==> src/rtl/wave_capture.sv <==
// Zero-crossing triggered capture of 256 samples into a double-buffered display RAM.
// Optional TRIGGER_TIMEOUT_EN: force a trigger after TIMEOUT_SAMPLES samples spent waiting in ARMED.
module wave_capture #(
`ifdef TRIGGER_TIMEOUT_EN
  parameter int TIMEOUT_SAMPLES = 1024,
`endif
  parameter int ADDR_W      = 8,
  parameter int NUM_SAMPLES = 1 << ADDR_W
) (
  input  logic              clk,
  input  logic              reset_n,
  input  logic              new_sample_ready,
  input  logic [15:0]       new_sample_in,
  input  logic              wave_display_idle,
  output logic [ADDR_W:0]   write_address,
  output logic              write_enable,
  output logic [7:0]        write_sample,
  output logic              read_index
);

  typedef enum logic [1:0] {S_ARMED, S_ACTIVE, S_WAIT} state_t;

  state_t              r_state;
  logic [ADDR_W-1:0]   r_index;
  logic                r_prev_neg;
  logic                r_read_index;
  logic                r_we;
  logic [ADDR_W:0]     r_addr;
  logic [7:0]          r_data;

  logic                w_trig;
  logic [7:0]          w_sample;
  logic                w_unused;

  // Only the sign of the previous sample matters for crossing detection.
  assign w_sample = {~new_sample_in[15], new_sample_in[14:8]};
  assign w_unused = ^new_sample_in[7:0];

`ifdef TRIGGER_TIMEOUT_EN
  localparam int CNT_W = $clog2(TIMEOUT_SAMPLES + 1);
  logic [CNT_W-1:0] r_arm_cnt;
  assign w_trig = (r_prev_neg & ~new_sample_in[15]) |
                  (r_arm_cnt == CNT_W'(TIMEOUT_SAMPLES - 1));

  always_ff @(posedge clk or negedge reset_n) begin
    if (!reset_n) begin
      r_arm_cnt <= '0;
    end else if (r_state == S_WAIT) begin
      r_arm_cnt <= '0;
    end else if (r_state == S_ARMED && new_sample_ready) begin
      r_arm_cnt <= w_trig ? '0 : r_arm_cnt + 1'b1;
    end
  end
`else
  assign w_trig = r_prev_neg & ~new_sample_in[15];
`endif

  always_ff @(posedge clk or negedge reset_n) begin
    if (!reset_n) begin
      r_state      <= S_ARMED;
      r_index      <= '0;
      r_prev_neg   <= 1'b0;
      r_read_index <= 1'b0;
      r_we         <= 1'b0;
      r_addr       <= '0;
      r_data       <= '0;
    end else begin
      r_we <= 1'b0;
      if (new_sample_ready) r_prev_neg <= new_sample_in[15];
      case (r_state)
        S_ARMED: begin
          if (new_sample_ready && w_trig) begin
            r_we    <= 1'b1;
            r_addr  <= {~r_read_index, {ADDR_W{1'b0}}};
            r_data  <= w_sample;
            r_index <= ADDR_W'(1);
            r_state <= S_ACTIVE;
          end
        end
        S_ACTIVE: begin
          if (new_sample_ready) begin
            r_we    <= 1'b1;
            r_addr  <= {~r_read_index, r_index};
            r_data  <= w_sample;
            r_index <= r_index + 1'b1;
            if (r_index == ADDR_W'(NUM_SAMPLES - 1)) r_state <= S_WAIT;
          end
        end
        S_WAIT: begin
          // Swap banks only while the display is not drawing.
          if (wave_display_idle) begin
            r_read_index <= ~r_read_index;
            r_state      <= S_ARMED;
          end
        end
        default: r_state <= S_ARMED;
      endcase
    end
  end

  assign write_address = r_addr;
  assign write_enable  = r_we;
  assign write_sample  = r_data;
  assign read_index    = r_read_index;

endmodule

==> config.mk <==
export PLATFORM = sky130hd
export DESIGN_NAME = wave_capture
export DESIGN_NICKNAME = d
export VERILOG_FILES = /design/src/rtl/wave_capture.sv
export SDC_FILE = /design/constraint.sdc
export NUM_CORES = 1
export LEC_CHECK = 0
export ABC_AREA = 1
export CAP_MARGIN = 0
export CORE_MARGIN = 2
export CORE_UTILIZATION = 25
export DETAILED_ROUTE_END_ITERATION = 7
export PLACE_DENSITY_LB_ADDON = 0.12
export SLEW_MARGIN = 20
export SYNTH_ARGS = -nofsm -noshare
export SYNTH_HDL_FRONTEND = slang
export SYNTH_SLANG_ARGS = --single-unit
==> constraint.sdc <==
create_clock -name clk -period 1.33 [get_ports clk]
set_input_delay 0.1995 -clock clk [delete_from_list [all_inputs] [get_ports clk]]
set_output_delay 0.1995 -clock clk [all_outputs]
set_load 0.01 [all_outputs]
==> summary.md <==
| Metric | Value |
|---|---|
| Final Hold Viols | `0` |
| Final worst-path cycle share | `0.905` |
| Vias in the first global route | `1128` |
| Slew @ Worst Pin | `296 ps` |
| Leakage | `0.919 nW` |
| Slew Limit Fails | `0` |
| Slew headroom | `0.802` |
| Tot Pwr | `0.00263 W` |
| Unrepaired setup endpoints after global routing | `no` |
| H-tree lvl count | `2` |
| Antenna violations before repair | `0` |
| Fillers | `533` |
| Vias | `1132` |
| Tmin final | `1200 ps` |
| Peak supply drop | `0.588 mV` |
| Critical Path Max Stage Delay | `450 ps` |
| Peak Freq | `831 MHz` |
| Clock-pin slew on the worst setup and hold paths | `60 ps` |
| Commonest non-fill, non-tap cells in the layout | `nand2_1 (57), dfrtp_1 (30), dlygate4sd2_1 (19)` |
| Kind of critical path | `register to register` |
| Cell area after synthesis | `1350 sq um` |
| Via density | `4.21` |
| Synth Net Count | `175` |
| Slowest-stage cell, CP | `dfrtp_1` |
| First-pass iteration count of the detailed router | `4` |
| PD cells | `1410 nW/um^2` |
| DIE HEIGHT | `77.6 um` |
| Clk Latency, worst-skew pair | `280 ps` |
| Reg2Reg Setup Slack | `130 ps` |
| Core Region | `5170 sq um` |
| Buffers added on ports | `30` |
| HPWL Detailed | `2160 um` |
| Die width | `77.6 um` |
| Ys Warns | `0` |
| TritonCTS clock tree | `built` |
| Post-Synthesis Cells | `154` |
| Number of diodes | `0` |
| Starting Density | `0.262` |
| Layout cells sized above 1 | `0.141` |
| Longest Clk Path Bufs | `2` |
| Avg Cell Area, Syn | `8.79 sq um` |
| Residual DRC count | `0` |
| Skew final | `4.59 ps` |
| Wire per inst | `10.9 um` |
| Worst min path class | `input port to async pin` |
| # setup viols final | `0` |
| Critical register-to-register path endpoint | `r_index[0]$_DFFE_PN0P_` |
| CP Launch Type | `register` |
| Finished Core Util | `0.361` |
| Maximum capacitance violations | `0` |
| Worst setup startpoint | `r_state[1]$_DFFE_PN0P_` |
| CTS buffer count | `5` |
| Crit end category | `register` |
| Yosys reg bits | `30` |
| Global-route wire length before repair | `5250 um` |
| Total Routing Usage GR | `0.114` |
| Synth unique cells | `21` |
| Crit path cell chain | `inv_2, nand2_2, a21oi_4, buf_4, o21ai_1` |
| Arr. time, crit path | `1360 ps` |
| Die Area | `6020 sq um` |
| Routability congestion estimate | `0.740` |
| Commonest non-fill, non-tap cell in the layout | `nand2_1` |
| CP Max Fanout | `10` |
| Clock Tree Root | `clkbuf_8` |
| Num Clock Sinks | `30` |
| Register-to-Register Path Depth | `5` |
| Status | `complete, no violations` |
| 1st-iter DRT viols | `59` |
| Largest net degree at the start of global routing | `31` |
| Antenna Nets Post-Route | `0` |
| Area growth from synthesis to layout | `38.0%` |
| Crit path to | `r_index[0]$_DFFE_PN0P_` |
| FP Rows | `26` |
| Critical path required time | `1490 ps` |
| Io pins | `39` |
| Overall overflow remaining after global route | `0` |
| FF-to-FF Start | `r_state[1]$_DFFE_PN0P_` |
| Sequential share of the synthesized area | `0.555` |
| # nets final | `219` |
| WL final | `2920 um` |
-- per-layer routing --
metal  GRT usage  routed length [um]  up-vias
met1       0.144                1380      519
met4      0.0536                  42        0
li1            -                   -      587
met2       0.167                1370       22
met3      0.0477                 132        4
met5           0                   0        -
-- sequential cells by signal, summed over array words and instances, names as in the netlist --
register and count:
r_index 8, r_prev_neg 1, r_state 2, read_index 1
write_address 9, write_enable 1, write_sample 8
-- stage by stage --
stage                     setup WS, ps  std cells  TNS (ps)  hold WS [ps]  cell area, sq um
after floorplan                    211        154         0         -96.1              1350
after global placement            -139        261     -2350           464              1800
after detailed placement          -156        261     -2730           469              1800
after CTS                          106        269         0           275              1870
after global routing              12.1        269         0           285              1870
final                              126        269         0           274              1870
-- worst max-delay path, delay by kind of cell (launching register included) --
kind	cells	cell delay (ps)
flops	1	450
simple gates	1	70
buf+inv	2	290
compound gates	2	270
-- where the power goes --
part	internal, W	switching (W)	total, W	leakage, nW
Combinational	0.000306	0.000335	0.000641	0.501
Clock	0.000416	0.000326	0.000743	0.0482
Sequential	0.00110	0.000150	0.00125	0.370
Total	0.00182	0.000812	0.00263	0.919
-- worst min-delay path by stage --
stage / endpoint / start / cells past startpoint / slack, ps
6_report: write_sample[1]$_DFFE_PN0P_ / reset_n / 2 / 270
5_1_grt: write_sample[1]$_DFFE_PN0P_ / reset_n / 2 / 280
4_1_cts: write_sample[0]$_DFFE_PN0P_ / reset_n / 2 / 280
3_5_place_dp: write_sample[6]$_DFFE_PN0P_ / write_sample[6]$_DFFE_PN0P_ / 2 / 470
3_3_place_gp: write_sample[0]$_DFFE_PN0P_ / write_sample[0]$_DFFE_PN0P_ / 2 / 460
2_1_floorplan: r_index[0]$_DFFE_PN0P_ / reset_n / 0 / -100
-- synthesized netlist by cell type (all sizes together) --
cell,n,share of area
nand4,6,0.028
ha,1,0.0092
nor2,10,0.033
o21ai,11,0.041
buf,4,0.029
nand2,59,0.17
a21oi,3,0.019
o21a,1,0.0055
nand3b,1,0.0055
inv,14,0.039
dfrtp,30,0.55
nand3,7,0.026
xnor2,1,0.0065
o31ai,6,0.033
-- cells by family after synthesis --
kind of cell,count (synthesis),share of synthesized area
AO/OA/AOI/OAI,21,0.0989
XOR/XNOR,1,0.00647
adder cells (fa/ha/maj),1,0.00924
buffers and inverters,18,0.0675
flip-flops,30,0.555
AND/OR/NAND/NOR,83,0.263
-- final cells by class --
class                           count  area, sq um  share of cell area
Sequential cell                    30          751               0.402
Clock buffer                        7         86.3              0.0462
Inverter                           14         52.6              0.0281
Clock inverter                      1         5.00             0.00268
Multi-Input combinational cell    106          514               0.275
Tap cell                           70         87.6              0.0469
Timing Repair Buffer               41          372               0.199
-- timing repair --
action                                 CTS  global route
hold buffers                             0             0
setup endpoints to repair               19             1
endpoints found under the hold margin    0             0
pin swaps                                0             0
resized for setup                       19             1
buffers inserted                         0             0
Power figures use the tool's default switching activity.
